### config.mk
export PLATFORM = sky130hd
export DESIGN_NAME = wb_dual_arbiter_flat
export DESIGN_NICKNAME = d
export VERILOG_FILES = /design/src/rtl/wb_dual_arbiter_if.sv /design/src/rtl/wb_dual_arbiter.sv /design/src/flat_wrapper.sv
export SDC_FILE = /design/constraint.sdc
export NUM_CORES = 1
export LEC_CHECK = 0
export CAP_MARGIN = 20
export CELL_PAD_IN_SITES_DETAIL_PLACEMENT = 1
export CELL_PAD_IN_SITES_GLOBAL_PLACEMENT = 1
export CORE_AREA = 2 2 125 127
export DETAILED_ROUTE_END_ITERATION = 10
export DIE_AREA = 0 0 127 129
export GPL_ROUTABILITY_DRIVEN = 0
export PLACE_DENSITY_LB_ADDON = 0.1
export SLEW_MARGIN = 20
export SYNTH_ARGS = -nofsm -noshare
export SYNTH_HDL_FRONTEND = slang
export SYNTH_SLANG_ARGS = --single-unit
### constraint.sdc
create_clock -name clk_i -period 6.1 [get_ports clk_i]
set_input_delay 1.22 -clock clk_i [delete_from_list [all_inputs] [get_ports clk_i]]
set_output_delay 1.22 -clock clk_i [all_outputs]
set_load 0.02 [all_outputs]
### src/rtl/wb_dual_arbiter_if.sv
// Pipelined Wishbone link between one master and one slave.
interface wb_dual_arbiter_if #(
  parameter int AW = 32,
  parameter int DW = 32
);
  logic            cyc;
  logic            stb;
  logic            we;
  logic [DW/8-1:0] sel;
  logic [AW-1:0]   adr;
  logic [DW-1:0]   dat_w;
  logic [DW-1:0]   dat_r;
  logic            ack;
  logic            stall;

  modport master (
    output cyc, stb, we, sel, adr, dat_w,
    input  dat_r, ack, stall
  );

  modport slave (
    input  cyc, stb, we, sel, adr, dat_w,
    output dat_r, ack, stall
  );
endinterface

### src/rtl/wb_dual_arbiter.sv
// Two-master pipelined Wishbone arbiter granting whole cyc tenures.
// Define WB_ARB_RR_EN for round-robin ties; default is fixed m0 priority.
module wb_dual_arbiter #(
  parameter int AW      = 32,
  parameter int DW      = 32,
  parameter int MAX_OUT = 8
) (
  input  logic                clk_i,
  input  logic                rst_i,
  wb_dual_arbiter_if.slave    m0,
  wb_dual_arbiter_if.slave    m1,
  wb_dual_arbiter_if.master   s,
  output logic [1:0]          gnt_o
);

  localparam int CW = $clog2(MAX_OUT + 1);
  localparam logic [CW-1:0] CMAX = CW'(MAX_OUT);

  typedef enum logic [1:0] {
    IDLE = 2'b00,
    GNT0 = 2'b01,
    GNT1 = 2'b10
  } state_e;

  state_e        state_q, state_d;
  logic [CW-1:0] cnt_q, cnt_d;
  logic          full;
  logic          busy;
  logic          acc;
  logic          ackv;
  logic          own_cyc;

`ifdef WB_ARB_RR_EN
  logic last_q, last_d;
`endif

  assign full = (cnt_q == CMAX);
  assign busy = (cnt_q != '0);
  assign acc  = s.stb & ~s.stall;
  assign ackv = s.ack & busy;

  always_ff @(posedge clk_i) begin
    if (rst_i) begin
      state_q <= IDLE;
      cnt_q   <= '0;
`ifdef WB_ARB_RR_EN
      last_q  <= 1'b1;
`endif
    end else begin
      state_q <= state_d;
      cnt_q   <= cnt_d;
`ifdef WB_ARB_RR_EN
      last_q  <= last_d;
`endif
    end
  end

  always_comb begin
    state_d = state_q;
    cnt_d   = cnt_q;
`ifdef WB_ARB_RR_EN
    last_d  = last_q;
`endif
    own_cyc = (state_q == GNT1) ? m1.cyc : m0.cyc;
    unique case (state_q)
      IDLE: begin
        if (m0.cyc & m1.cyc) begin
`ifdef WB_ARB_RR_EN
          state_d = last_q ? GNT0 : GNT1;
`else
          state_d = GNT0;
`endif
        end else if (m0.cyc) begin
          state_d = GNT0;
        end else if (m1.cyc) begin
          state_d = GNT1;
        end
      end
      GNT0, GNT1: begin
        // Dropping cyc aborts anything still in flight.
        if (!own_cyc) begin
          state_d = IDLE;
          cnt_d   = '0;
`ifdef WB_ARB_RR_EN
          last_d  = (state_q == GNT1);
`endif
        end else if (acc & ~ackv) begin
          cnt_d = cnt_q + CW'(1);
        end else if (ackv & ~acc) begin
          cnt_d = cnt_q - CW'(1);
        end
      end
      default: state_d = IDLE;
    endcase
  end

  always_comb begin
    s.cyc    = 1'b0;
    s.stb    = 1'b0;
    s.we     = (state_q == GNT1) ? m1.we    : m0.we;
    s.sel    = (state_q == GNT1) ? m1.sel   : m0.sel;
    s.adr    = (state_q == GNT1) ? m1.adr   : m0.adr;
    s.dat_w  = (state_q == GNT1) ? m1.dat_w : m0.dat_w;
    m0.dat_r = s.dat_r;
    m1.dat_r = s.dat_r;
    m0.ack   = 1'b0;
    m1.ack   = 1'b0;
    m0.stall = 1'b1;
    m1.stall = 1'b1;
    gnt_o    = 2'b00;
    unique case (state_q)
      GNT0: begin
        s.cyc    = m0.cyc;
        s.stb    = m0.cyc & m0.stb & ~full;
        m0.ack   = ackv;
        m0.stall = s.stall | full;
        gnt_o    = 2'b01;
      end
      GNT1: begin
        s.cyc    = m1.cyc;
        s.stb    = m1.cyc & m1.stb & ~full;
        m1.ack   = ackv;
        m1.stall = s.stall | full;
        gnt_o    = 2'b10;
      end
      default: ;
    endcase
  end

endmodule

### src/flat_wrapper.sv
// flat-port wrapper written by rule: the top's interface ports become plain ports
module wb_dual_arbiter_flat 
#(
  parameter int AW      = 32,
  parameter int DW      = 32,
  parameter int MAX_OUT = 8
)
  (clk_i, rst_i, gnt_o, m0_cyc, m0_stb, m0_we, m0_sel, m0_adr, m0_dat_w, m0_dat_r, m0_ack, m0_stall, m1_cyc, m1_stb, m1_we, m1_sel, m1_adr, m1_dat_w, m1_dat_r, m1_ack, m1_stall, s_cyc, s_stb, s_we, s_sel, s_adr, s_dat_w, s_dat_r, s_ack, s_stall);
  wb_dual_arbiter_if #(.AW(AW), .DW(DW)) m0_i ();
  wb_dual_arbiter_if #(.AW(AW), .DW(DW)) m1_i ();
  wb_dual_arbiter_if #(.AW(AW), .DW(DW)) s_i ();
  input  logic clk_i;
  input  logic rst_i;
  output logic [1:0] gnt_o;
  input wire logic [$bits(m0_i.cyc)-1:0] m0_cyc;
  input wire logic [$bits(m0_i.stb)-1:0] m0_stb;
  input wire logic [$bits(m0_i.we)-1:0] m0_we;
  input wire logic [$bits(m0_i.sel)-1:0] m0_sel;
  input wire logic [$bits(m0_i.adr)-1:0] m0_adr;
  input wire logic [$bits(m0_i.dat_w)-1:0] m0_dat_w;
  output wire logic [$bits(m0_i.dat_r)-1:0] m0_dat_r;
  output wire logic [$bits(m0_i.ack)-1:0] m0_ack;
  output wire logic [$bits(m0_i.stall)-1:0] m0_stall;
  input wire logic [$bits(m1_i.cyc)-1:0] m1_cyc;
  input wire logic [$bits(m1_i.stb)-1:0] m1_stb;
  input wire logic [$bits(m1_i.we)-1:0] m1_we;
  input wire logic [$bits(m1_i.sel)-1:0] m1_sel;
  input wire logic [$bits(m1_i.adr)-1:0] m1_adr;
  input wire logic [$bits(m1_i.dat_w)-1:0] m1_dat_w;
  output wire logic [$bits(m1_i.dat_r)-1:0] m1_dat_r;
  output wire logic [$bits(m1_i.ack)-1:0] m1_ack;
  output wire logic [$bits(m1_i.stall)-1:0] m1_stall;
  output wire logic [$bits(s_i.cyc)-1:0] s_cyc;
  output wire logic [$bits(s_i.stb)-1:0] s_stb;
  output wire logic [$bits(s_i.we)-1:0] s_we;
  output wire logic [$bits(s_i.sel)-1:0] s_sel;
  output wire logic [$bits(s_i.adr)-1:0] s_adr;
  output wire logic [$bits(s_i.dat_w)-1:0] s_dat_w;
  input wire logic [$bits(s_i.dat_r)-1:0] s_dat_r;
  input wire logic [$bits(s_i.ack)-1:0] s_ack;
  input wire logic [$bits(s_i.stall)-1:0] s_stall;
  assign m0_i.cyc = m0_cyc;
  assign m0_i.stb = m0_stb;
  assign m0_i.we = m0_we;
  assign m0_i.sel = m0_sel;
  assign m0_i.adr = m0_adr;
  assign m0_i.dat_w = m0_dat_w;
  assign m0_dat_r = m0_i.dat_r;
  assign m0_ack = m0_i.ack;
  assign m0_stall = m0_i.stall;
  assign m1_i.cyc = m1_cyc;
  assign m1_i.stb = m1_stb;
  assign m1_i.we = m1_we;
  assign m1_i.sel = m1_sel;
  assign m1_i.adr = m1_adr;
  assign m1_i.dat_w = m1_dat_w;
  assign m1_dat_r = m1_i.dat_r;
  assign m1_ack = m1_i.ack;
  assign m1_stall = m1_i.stall;
  assign s_cyc = s_i.cyc;
  assign s_stb = s_i.stb;
  assign s_we = s_i.we;
  assign s_sel = s_i.sel;
  assign s_adr = s_i.adr;
  assign s_dat_w = s_i.dat_w;
  assign s_i.dat_r = s_dat_r;
  assign s_i.ack = s_ack;
  assign s_i.stall = s_stall;
  wb_dual_arbiter #(.AW(AW), .DW(DW), .MAX_OUT(MAX_OUT)) u_core (.clk_i(clk_i), .rst_i(rst_i), .m0(m0_i), .m1(m1_i), .s(s_i), .gnt_o(gnt_o));
endmodule
# --- After elaboration in Yosys (flattened, before gate mapping) ---
# Cells that the tools add are included.
totals:
  ff_bits: 6
  latch_bits: 0
  mem_bits_rw: 0
  mem_bits_ro: 0
  in_bits: 178
  n_memories: 0
op_classes:
  add_sub_neg: 2
  mul: 0
  div_mod_pow: 0
  n_lt_le_gt_ge: 0
  n_eq_ne: 6
  n_shift: 0
  n_mux: 20
  bitwise_logic: 14
  n_reduce_logical: 5
ops:
  columns: ["op", "count"]
  rows:
  - ["$mux 32", 2]
  - ["$mux 4", 4]
  - ["$and 1x1->1", 9]
  - ["$mux 2", 4]
  - ["$pmux 2 s2", 2]
  - ["$mux 1", 6]
  - ["$add 4x1->4 const B", 1]
  - ["$eq 4x4->1 const B", 1]
  - ["$ne 4x3->1 const B", 1]
  - ["$not 1->1", 4]
  - ["$pmux 1 s2", 2]
  - ["$reduce_and 2->1", 2]
  - ["$reduce_bool 4->1", 1]
  - ["$sub 4x1->4 const B", 1]
  - ["$ne 3x3->1 const B", 1]
  - ["$eq 2x1->1 const B", 1]
  - ["$eq 2x2->1 const B", 1]
  - ["$logic_not 2->1", 1]
  - ["$ne 2x2->1 const B", 1]
  - ["$reduce_or 2->1", 1]
  - ["$or 1x1->1", 1]

# --- Depth between registers and ports, before layout ---
# Gate-level depths: netlist of the first run.
depth:
  ltp_word: 10
  depth_mapped: 13
  ltp_nobuf: 12

# --- Worst setup path after synthesis of the first run ---
# Ideal clock, no wire load.
synth_timing:
  path_kind: "in2reg"
  from: "input port m0_stb"
  to: "register u_core.cnt_q[3]"
  setup_ns: 0.074
  arrival_ns: 3.221
  required_time_ns: 6.026
  path_slack_ns: 2.805
  stages: 10
  n_path_buf: 0
  cell_sequence: "nand2_1 o21ai_0 and3_1 ha_1 inv_1 ha_1 and3_1 or3_1 a2111o_1 a31oi_1"
synth_between:
  elab_chain_cells: 8
  word_cells_on_any_way: 11
synth_lines:
  columns: ["item", "line_no", "rtl"]
  rows:
  - ["start: declaration", "flat_wrapper.sv:16", "input wire logic [$bits(m0_i.stb)-1:0] m0_stb;"]
  - ["$and 1x1->1 * (2 in series)", "wb_dual_arbiter.sv:114", "s.stb = m0.cyc & m0.stb & ~full;"]
  - ["$pmux 1 s2 *", "wb_dual_arbiter.sv:111", "unique case (state_q)"]
  - ["$and 1x1->1 *", "wb_dual_arbiter.sv:39", "assign acc = s.stb & ~s.stall;"]
  - ["$not 1->1", "wb_dual_arbiter.sv:89", "end else if (ackv & ~acc) begin"]
  - ["$and 1x1->1", "wb_dual_arbiter.sv:89", null]
  - ["$ne 3x3->1 (no source line)", null, null]
  - ["$reduce_and 2->1 (no source line)", null, null]
  - ["end signal: assignment", "wb_dual_arbiter.sv:51", "cnt_q <= cnt_d;"]
  - ["end: declaration", "wb_dual_arbiter.sv:26", "logic [CW-1:0] cnt_q, cnt_d;"]
# Mark *: on every way between the ends. The rest lies on a longest branch, timed or not.
# A chain may end at the register's enable or synchronous reset.

# --- Worst setup path after layout of the first run ---
layout_timing:
  from: "input port m0_cyc"
  to: "output port s_stb"
layout_between:
  elab_chain_cells: 3
layout_lines:
  columns: ["item", "line_no", "rtl"]
  rows:
  - ["start: declaration", "flat_wrapper.sv:15", "input wire logic [$bits(m0_i.cyc)-1:0] m0_cyc;"]
  - ["$and 1x1->1 (2 in series)", "wb_dual_arbiter.sv:114", null]
  - ["$pmux 1 s2", "wb_dual_arbiter.sv:111", null]
  - ["end: declaration", "flat_wrapper.sv:34", "output wire logic [$bits(s_i.stb)-1:0] s_stb;"]
# Every way passes these cells.

==> results of run 1 <==
==> cell usage after synthesis (all sizes together) (2+ instances only) <==
master,n
a21o,2
a21oi,7
and2,2
and3,2
buf,71
dfxtp,6
ha,7
inv,7
mux2,69
nand2,7
nand2b,3
nand3,3
o21ai,3
or3,4
==> registers in the layout, summed over array words and instances, names as in the netlist <==
| signal | flops |
|---|---|
| u_core.state_q | 2 |
| u_core.cnt_q | 4 |
==> layout make-up <==
| cell class | count | area [sq um] |
|---|---|---|
| multi-input cells | 122 | 1167 |
| flip-flops and latches | 6 | 120.1 |
| inverters | 7 | 26.28 |
| clock buffers | 3 | 75.07 |
| well taps | 188 | 235.2 |
| repair buffers | 223 | 2250 |
| fillers | 1745 | 11100 |
==> through the flow <==
stage,power (W),setup WS [ns],utilization (%),instances
6_report,0.0005089,1.962,25.86,549
5_1_grt,0.0005362,1.809,25.86,549
4_1_cts,0.0005142,1.924,25.68,548
3_5_place_dp,0.0004062,1.920,25.18,545
3_3_place_gp,0.0004057,1.923,25.18,545
2_1_floorplan,0.0002608,2.805,-,207
==> metal layers <==
| layer | vias to the layer above | wire length, microns | GRT usage (%) |
|---|---|---|---|
| li1 | 962 | - | - |
| met1 | 967 | 2984 | 9.890 |
| met2 | 137 | 5398 | 21.19 |
| met3 | 9 | 958 | 3.493 |
| met4 | 0 | 54 | 0.7111 |
| met5 | - | 0 | 0 |
==> final timing paths <==
check                                                    start                           end  depth (start not counted)
worst max-delay path                                    m0_cyc                         s_stb                          6
worst min-delay path              u_core.cnt_q[1]$_SDFFE_PP0P_  u_core.cnt_q[1]$_SDFFE_PP0P_                          2
worst min register to register    u_core.cnt_q[1]$_SDFFE_PP0P_  u_core.cnt_q[1]$_SDFFE_PP0P_                          2
worst max register to register  u_core.state_q[0]$_SDFFE_PP0P_  u_core.cnt_q[3]$_SDFFE_PP0P_                         13
==> layout by cell type (no fill, tap or decap), types with 2 or more instances in the layout <==
| cell | n |
|---|---|
| or3_1 | 2 |
| clkbuf_16 | 3 |
| a21oi_1 | 7 |
| and2_1 | 2 |
| clkdlybuf4s50_1 | 222 |
| ha_1 | 6 |
| dfxtp_1 | 6 |
| o21ai_0 | 3 |
| or3_2 | 2 |
| a21o_1 | 2 |
| mux2_2 | 69 |
| and3_1 | 2 |
| nand2b_1 | 3 |
| inv_1 | 7 |
| nand3_1 | 3 |
| nand2_1 | 7 |
==> worst min-delay path, cell delays in order (launching register included) <==
cell and delay (ns):
dfxtp_1 0.34, nand2_1 0.07, a21oi_1 0.05
==> kinds of logic after synthesis <==
kind of cell | share of synthesized area (%)
AOI/OAI and AO/OA | 5.777
xor gates and xnor gates | 0.4815
adders and majority gates | 5.915
buffers and inverters | 29.92
DFF | 6.603
muxes | 43.26
and+or+nand+nor | 8.046
==> power by group through the flow <==
| stage | clock network [W] | logic (W) | registers (W) |
|---|---|---|---|
| after detailed placement | 0 | 0.000362 | 0.0000441 |
| after global placement | 0 | 0.000362 | 0.0000440 |
| after floorplan | 0 | 0.000218 | 0.0000432 |
| after CTS | 0.000106 | 0.000364 | 0.0000435 |
| after global routing | 0.000109 | 0.000383 | 0.0000438 |
| final | 0.000105 | 0.000360 | 0.0000435 |
==> reports/summary.txt, run 1 <==
status = finished, final reports clean
cts hold-fix bufs = 0
Clock Tree Buf Depth = 2
initial DRC count = 53
worst hold path type = register to register
Setup TNS = 0 ns
Tcrit/Tclk final = 67.83%
post-synthesis cell count = 207
Setup crit start kind = input pin
distinct cell type count after synthesis = 31
area leader, netlist = mux2_2
Worst Max-Slew Pin Slew = 0.5042 ns
Post-synth EDFFs = 0
CP Data Arrival Time = 2.92 ns
WL/cell = 17.12 microns
Hold Vio Cnt, Final = 0
crit-path cells = clkdlybuf4s50_1, nand2_1, o21ai_0, nand2_1, a21oi_1, clkdlybuf4s50_1
starting density of the core = 12.15%
NumNets Final = 549
Post-DP HPWL = 8210 microns
Worst Path Required = 4.88 ns
CTS Buf Count = 3
initial antenna violation count = 0
cell-internal power = 0.0003413 W
Synth Register Bits = 6
port buffer count = 222
design area = 3874 sq um
# rows = 45
syn_area_per_cell = 8.789 sq um
NetSw = 0.0001677 W
r2r setup slk = 2.59 ns
core area = 14980 sq um
post-route ant nets = 0
register area share after synthesis = 6.602%
Clock power frac = 20.6%
H-tree lvl count = 1
clk_lat worst skew = 0.23 ns
Worst setup EP type = output pin
Max VDD drop = 0.1765 mV
First-pass DRT Iterations = 4
Die X = 127 microns
first-pass GRT wire length = 12900 microns
sw frac = 32.94%
count of final setup violators = 0
Die Height = 129 microns
PD cells = 131.4 nW/um^2
Reg power frac = 8.6%
vias in the first global route = 2242
Via density = 3.780
clk root buf = clkbuf_16
GRT Util Overall = 10.13%
Worst-path clk slew = 0.03 ns
DP Area = 3771 sq um
Synth Warn # = 0
critical path's slowest cell = clkdlybuf4s50_1
Fin Hold WS = 0.5213 ns
total die area = 16380 sq um
number of remaining DRC errors = 0
synthesized area = 1819 sq um
combinational power share = 70.8%
I/O Pins = 319
share of cells above drive strength 1 = 21.05%
Most used DFF post-synth = dfxtp_1
Synth top area share = 42.71%
Static Leak = 1.376 nW
Worst Path Class, Setup = input pin to output pin
unrepaired setup endpoints after global routing = no
WP buf/inv = 2
Final Max Tran Viols = 0
routed vias = 2075
fin crit period = 4.138 ns
detailed-route wire length = 9397 microns
Max FO, Critical Path = 5
slew margin rel. = 66.03%
Async SR Flop Fraction = 0%
grt ovf = 0
largest net degree at the start of global routing = 77
P&R area growth vs syn = 112.9%
Fin Clk Skew = 0.001230 ns
Clock Sinks = 6
CTS tree = yes
FMAX = 241.7 MHz
Antenna Diode Count = 0
max capacitance violation total = 0
Setup Fix Bufs, Post-CTS = 0
CP peak stage delay = 0.62 ns
Crit path max-delay family = buffers and inverters
syn_nets = 393
Resized cells post-CTS = 0
top post-synthesis cells by area = mux2_2 (43%), buf_4 (26%), dfxtp_1 (6.6%), ha_1 (4.8%), a21oi_1 (1.9%)
Note: power is estimated with default switching activity, not from simulation.
==> run 2: changes to the inputs <==
--- a/config.mk
+++ b/config.mk
@@ -8,9 +8,9 @@
 export CAP_MARGIN = 20
 export CELL_PAD_IN_SITES_DETAIL_PLACEMENT = 1
 export CELL_PAD_IN_SITES_GLOBAL_PLACEMENT = 1
-export CORE_AREA = 2 2 125 127
+export CORE_ASPECT_RATIO = 1.1
+export CORE_UTILIZATION = 11
 export DETAILED_ROUTE_END_ITERATION = 10
-export DIE_AREA = 0 0 127 129
 export GPL_ROUTABILITY_DRIVEN = 0
 export PLACE_DENSITY_LB_ADDON = 0.1
 export SLEW_MARGIN = 20
==> constraint.sdc (replaced) <==
create_clock -name clk_i -period 3.47 [get_ports clk_i]
set_input_delay 0.694 -clock clk_i [delete_from_list [all_inputs] [get_ports clk_i]]
set_output_delay 0.694 -clock clk_i [all_outputs]
set_load 0.02 [all_outputs]
==> reports/summary.txt, run 2 (synthesized netlist as in run 1, its figures left out) <==
Antenna Diode Count = 0 (unchanged)
Max VDD drop = 0.1956 mV (+11%)
met2 GRT Util = 19.86% (-1.3 points)
routed vias = 2036 (-1.9%)
grt ovf = 0 (unchanged)
Static Leak = 1.407 nW (+2.3%)
status = finished, final reports clean
sw frac = 32.69% (-0.25 points)
first-pass GRT wire length = 12520 microns (-2.9%)
total power = 0.0008988 W (+77%)
Clock Sinks = 6 (unchanged)
combinational power share = 70.8% (about the same)
starting density of the core = 11.43% (-0.72 points)
detailed-route wire length = 8762 microns (-6.8%)
CP Data Arrival Time = 3.41 ns (+0.49 ns)
largest net degree at the start of global routing = 59 (-23%)
Crit. Startpoint = m0_cyc
Reg power frac = 8.5% (about the same)
Largest regs = u_core.cnt_q (4), u_core.state_q (2)
max capacitance violation total = 0 (unchanged)
post-route ant nets = 0 (unchanged)
count of final setup violators = 0 (unchanged)
FMAX = 306.6 MHz
M1 GR Usage = 8.174% (-1.7 points)
Worst Path Class, Setup = input pin to register
crit-path cells = clkdlybuf4s50_1, nand2_1, o21ai_1, buf_4, and3_1, ha_1, inv_1, ha_1, and3_1, or3_1, a2111o_1, a31oi_1
Fin Clk Skew = 0.0006475 ns (-0.0005822 ns)
Via density = 3.585 (-5.2%)
gr busiest metal = met2
Filler Cells Inserted = 1831 (+4.9%)
Die X = 124.6 microns (-1.9%)
clk root buf = clkbuf_16
Setup TNS = 0 ns (unchanged)
# rows = 48 (+6.7%)
min-delay src = u_core.cnt_q[1]$_SDFFE_PP0P_
worst r2r src = u_core.state_q[0]$_SDFFE_PP0P_
Clock power frac = 20.7% (about the same)
cell-internal power = 0.0006050 W (+77%)
unrepaired setup endpoints after global routing = no
slew margin rel. = 64.78% (-1.2 points)
Setup crit start kind = input pin
H-tree lvl count = 1 (unchanged)
Worst Path Required = 3.62 ns (-1.26 ns)
max reg flops = 4 (unchanged)
P&R area growth vs syn = 116.2%
most frequent cells in the layout = clkdlybuf4s50_1 (222), mux2_2 (69)
Max FO, Critical Path = 3 (-2)
Tcrit/Tclk final = 93.98%
core area = 15920 sq um (+6.3%)
Clock Tree Buf Depth = 2 (unchanged)
Worst Max-Slew Pin Slew = 0.5228 ns (+0.01854 ns)
commonest non-fill, non-tap cell in the layout = clkdlybuf4s50_1
initial antenna violation count = 0 (unchanged)
port buffer count = 222 (unchanged)
Die Height = 136.9 microns (+6.1%)
clk_lat worst skew = 0.23 ns (about the same)
number of remaining DRC errors = 0 (unchanged)
initial DRC count = 34 (-36%)
NumNets Final = 556 (+1.3%)
NetSw = 0.0002939 W (+75%)
CP peak stage delay = 0.49 ns (-0.13 ns)
Final Max Tran Viols = 0 (unchanged)
CTS Buf Count = 3 (unchanged)
Hold Vio Cnt, Final = 0 (unchanged)
Setup Fix Bufs, Post-CTS = 0 (unchanged)
worst hold path type = register to register
CTS tree = yes
Biggest register = u_core.cnt_q
GRT Util Overall = 9.348% (-0.78 points)
vias in the first global route = 2257 (+0.67%)
pre-CTS setup slack = -0.1807 ns (-2.101 ns)
I/O Pins = 319 (unchanged)
critical path's slowest cell = clkdlybuf4s50_1
routing usage on met3 = 3.362% (-0.13 points)
PD cells = 228.5 nW/um^2 (+74%)
share of cells above drive strength 1 = 22.55% (+1.5 points)
Post-DP HPWL = 7764 microns (-5.4%)
fin crit period = 3.261 ns
total die area = 17060 sq um (+4.1%)
PnR worst setup slack = 0.2087 ns (-1.754 ns)
WL/cell = 15.43 microns (-9.9%)
First-pass DRT Iterations = 4 (unchanged)
Worst setup EP type = register
Worst-path clk slew = 0.03 ns (about the same)
==> run 2: cell type report <==
| class | instances | area [sq um] | area share (%) |
|---|---|---|---|
| Clock buffer | 3 | 75.07 | 1.908 |
| Sequential cell | 6 | 120.1 | 3.053 |
| Timing Repair Buffer | 230 | 2295 | 58.33 |
| Tap cell | 200 | 250.2 | 6.361 |
| Inverter | 7 | 26.28 | 0.6679 |
| Multi-Input combinational cell | 122 | 1167 | 29.68 |
==> run 2: power by group through the flow <==
stage	registers [W]	clock network, W	logic, W
finish	0.0000765	0.000186	0.000636
global route	0.0000772	0.000195	0.000677
detailed placement	0.0000777	0	0.000649
floorplan	0.0000759	0	0.000383
CTS	0.0000767	0.000190	0.000652
global placement	0.0000777	0	0.000646
==> run 2: final timing paths <==
kind / cells after the start / endpoint / slack (ns)
setup / recovery: 12 / u_core.cnt_q[3]$_SDFFE_PP0P_ / 0.21
setup reg to reg: 12 / u_core.cnt_q[3]$_SDFFE_PP0P_ / 0.53
hold reg to reg: 2 / u_core.cnt_q[1]$_SDFFE_PP0P_ / 0.53
hold / removal: 2 / u_core.cnt_q[1]$_SDFFE_PP0P_ / 0.53
==> run 2: metrics by stage <==
step	hold WS (ns)	std cells	instance area (sq um)	utilization, %
floorplan	0.4641	207	1819	-
global placement	0.5164	565	3859	24.25
detailed placement	0.5291	565	3859	24.25
finish	0.5295	568	3934	24.72
CTS	0.5377	568	3934	24.72
global route	0.5473	568	3934	24.72
==> run 2: routing by layer <==
layer / part of all wire, % / up-vias
met4: 1.4 / 0
met3: 10 / 17
met1: 30 / 923
li1: - / 976
met5: 0 / -
met2: 59 / 120
==> run 2: timing repair <==
item | CTS | global route
gates resized for setup | 0 | 1
hold buffers | 0 | 0
endpoints found under the hold margin | 0 | 0
endpoints found under the setup margin | 0 | 1
==> run 2: worst max-delay path: cells and delay by family <==
kind / cells / cell delay, ns
adder cells (fa/ha/maj): 2 / 0.49
AO/OA/AOI/OAI: 3 / 0.75
AND/OR/NAND/NOR: 4 / 0.76
buffers and inverters: 3 / 0.72
==> run 3: changes to the inputs <==
--- a/config.mk
+++ b/config.mk
@@ -9,6 +9,7 @@
 export CELL_PAD_IN_SITES_DETAIL_PLACEMENT = 1
 export CELL_PAD_IN_SITES_GLOBAL_PLACEMENT = 1
 export CORE_ASPECT_RATIO = 1.1
+export CORE_MARGIN = 2
 export CORE_UTILIZATION = 11
 export DETAILED_ROUTE_END_ITERATION = 10
 export GPL_ROUTABILITY_DRIVEN = 0
==> reports/summary.txt, run 3 (synthesized netlist as in run 1, its figures left out) <==
I/O Pins = 319 (unchanged)
largest net degree at the start of global routing = 74 (+25%)
Setup Fix Bufs, Post-CTS = 0 (unchanged)
Final Max Tran Viols = 0 (unchanged)
Hold Vio Cnt, Final = 0 (unchanged)
Worst Max-Slew Pin Slew = 0.5180 ns (-0.004746 ns)
pre-CTS setup slack = -0.04927 ns (+0.1314 ns)
initial DRC count = 54 (+59%)
P&R area growth vs syn = 116.1% (about the same)
critical path's slowest cell = clkdlybuf4s50_1
PD cells = 229.5 nW/um^2 (+0.45%)
Static Leak = 1.402 nW (-0.38%)
cts hold-fix bufs = 0 (unchanged)
Clock Sinks = 6 (unchanged)
grt ovf = 0 (unchanged)
Post-DP HPWL = 8340 microns (+7.4%)
count of final setup violators = 0 (unchanged)
Die Height = 138.9 microns (+1.5%)
CTS tree = yes
Worst setup EP type = register
CTS Buf Count = 3 (unchanged)
Clock Tree Buf Depth = 2 (unchanged)
max capacitance violation total = 0 (unchanged)
clk_lat worst skew = 0.23 ns (about the same)
Fin Clk Skew = 0.002768 ns (+0.002121 ns)
First-pass DRT Iterations = 4 (unchanged)
Worst Path Required = 3.62 ns (about the same)
max reg flops = 4 (unchanged)
H-tree lvl count = 1 (unchanged)
Biggest register = u_core.cnt_q
Antenna Diode Count = 0 (unchanged)
# rows = 49 (+2.1%)
crit-path cells = clkdlybuf4s50_1, nand2_1, o21ai_1, buf_4, and3_1, ha_1, inv_1, ha_1, and3_1, or3_1, a2111o_1, a31oi_1
most frequent cells in the layout = clkdlybuf4s50_1 (222), mux2_2 (69), inv_1 (7), a21oi_1 (7), nand2_1 (7)
Worst-path clk slew = 0.03 ns (about the same)
total die area = 17580 sq um (+3.1%)
WP buf/inv = 3 (unchanged)
fin util = 24.20% (-0.52 points)
share of cells above drive strength 1 = 22.34% (-0.21 points)
fin crit period = 3.191 ns (-0.07011 ns)
WL/cell = 16.74 microns (+8.5%)
Die X = 126.6 microns (+1.6%)
vias in the first global route = 2384 (+5.6%)
Filler Cells Inserted = 1883 (+2.8%)
Crit path max-delay family = simple AND/OR/NAND/NOR gates
Max FO, Critical Path = 3 (unchanged)
CP Data Arrival Time = 3.34 ns (-0.07 ns)
Worst Path Class, Setup = input pin to register
first-pass GRT wire length = 14080 microns (+12%)
number of remaining DRC errors = 0 (unchanged)
Tcrit/Tclk final = 91.96% (-2.0 points)
clk root buf = clkbuf_16
starting density of the core = 11.20% (-0.23 points)
commonest non-fill, non-tap cell in the layout = clkdlybuf4s50_1
slew margin rel. = 65.10% (+0.32 points)
GRT Util Overall = 10.17% (+0.82 points)
Setup crit start kind = input pin
FMAX = 313.4 MHz (+2.2%)
routed vias = 2073 (+1.8%)
status = finished, final reports clean
port buffer count = 222 (unchanged)
unrepaired setup endpoints after global routing = no
worst hold path type = register to register
Max VDD drop = 0.08622 mV (-56%)
NumNets Final = 555 (-0.18%)
post-route ant nets = 0 (unchanged)
Via density = 3.630 (+1.3%)
CP peak stage delay = 0.49 ns (about the same)
detailed-route wire length = 9561 microns (+9.1%)
Resized cells post-CTS = 0 (unchanged)
Largest regs = u_core.cnt_q (4), u_core.state_q (2)
PnR worst setup slack = 0.2788 ns (+0.07011 ns)
initial antenna violation count = 0 (unchanged)
core area = 16250 sq um (+2.1%)
run 3: changes by cell type in the layout (fill, tap and decap cells not counted), sizes merged:
cell | before | now
buf | 8 | 7
run 3: stage by stage:
step           instances    TNS [ns]  total power (W)  hold slack, ns  cell area (sq um)
2_1_floorplan        207           0        0.0004584          0.4641               1819
3_3_place_gp         568  -0.0008791        0.0007270          0.5089               3856
3_5_place_dp         568    -0.04927        0.0007287          0.5359               3856
4_1_cts              571           0        0.0009207          0.5405               3931
5_1_grt              571           0        0.0009549          0.5584               3931
6_report             571           0        0.0009023          0.5230               3931
run 3: worst paths after layout:
kind	slack, ns	end	from	depth (start not counted)
min	0.52	u_core.cnt_q[1]$_SDFFE_PP0P_	u_core.cnt_q[1]$_SDFFE_PP0P_	2
max	0.28	u_core.cnt_q[3]$_SDFFE_PP0P_	m0_cyc	12
min reg2reg	0.52	u_core.cnt_q[1]$_SDFFE_PP0P_	u_core.cnt_q[1]$_SDFFE_PP0P_	2
max reg2reg	0.61	u_core.cnt_q[3]$_SDFFE_PP0P_	u_core.state_q[0]$_SDFFE_PP0P_	12
run 3: area by class of cell:
cell class / count / area [sq um] / area share (%)
timing repair buffer: 229 / 2287 / 58.18
sequential: 6 / 120.1 / 3.055
inverter: 7 / 26.28 / 0.6684
clock buffer: 3 / 75.07 / 1.910
multi-input combinational: 122 / 1167 / 29.69
tap: 204 / 255.2 / 6.493
run 3: power by group:
part,internal [W],total [W],switching [W]
registers,0.0000727,0.0000767,0.00000395
clock network,0.000148,0.000186,0.0000381
logic,0.000383,0.000640,0.000257
run 3: tightest hold or removal path, delay by kind of cell, from the launching register on:
family             cells  cell delay, ns
AOI/OAI and AO/OA      1            0.05
DFF                    1            0.35
and+or+nand+nor        1            0.07
run 3: metal layers:
| layer | global-route usage, % | up-vias | routed length [microns] |
|---|---|---|---|
| met2 | 20.29 | 125 | 5326 |
| met5 | 0 | - | 0 |
| met1 | 9.401 | 949 | 3000 |
| li1 | - | 975 | - |
| met3 | 3.472 | 24 | 919 |
| met4 | 3.412 | 0 | 314 |
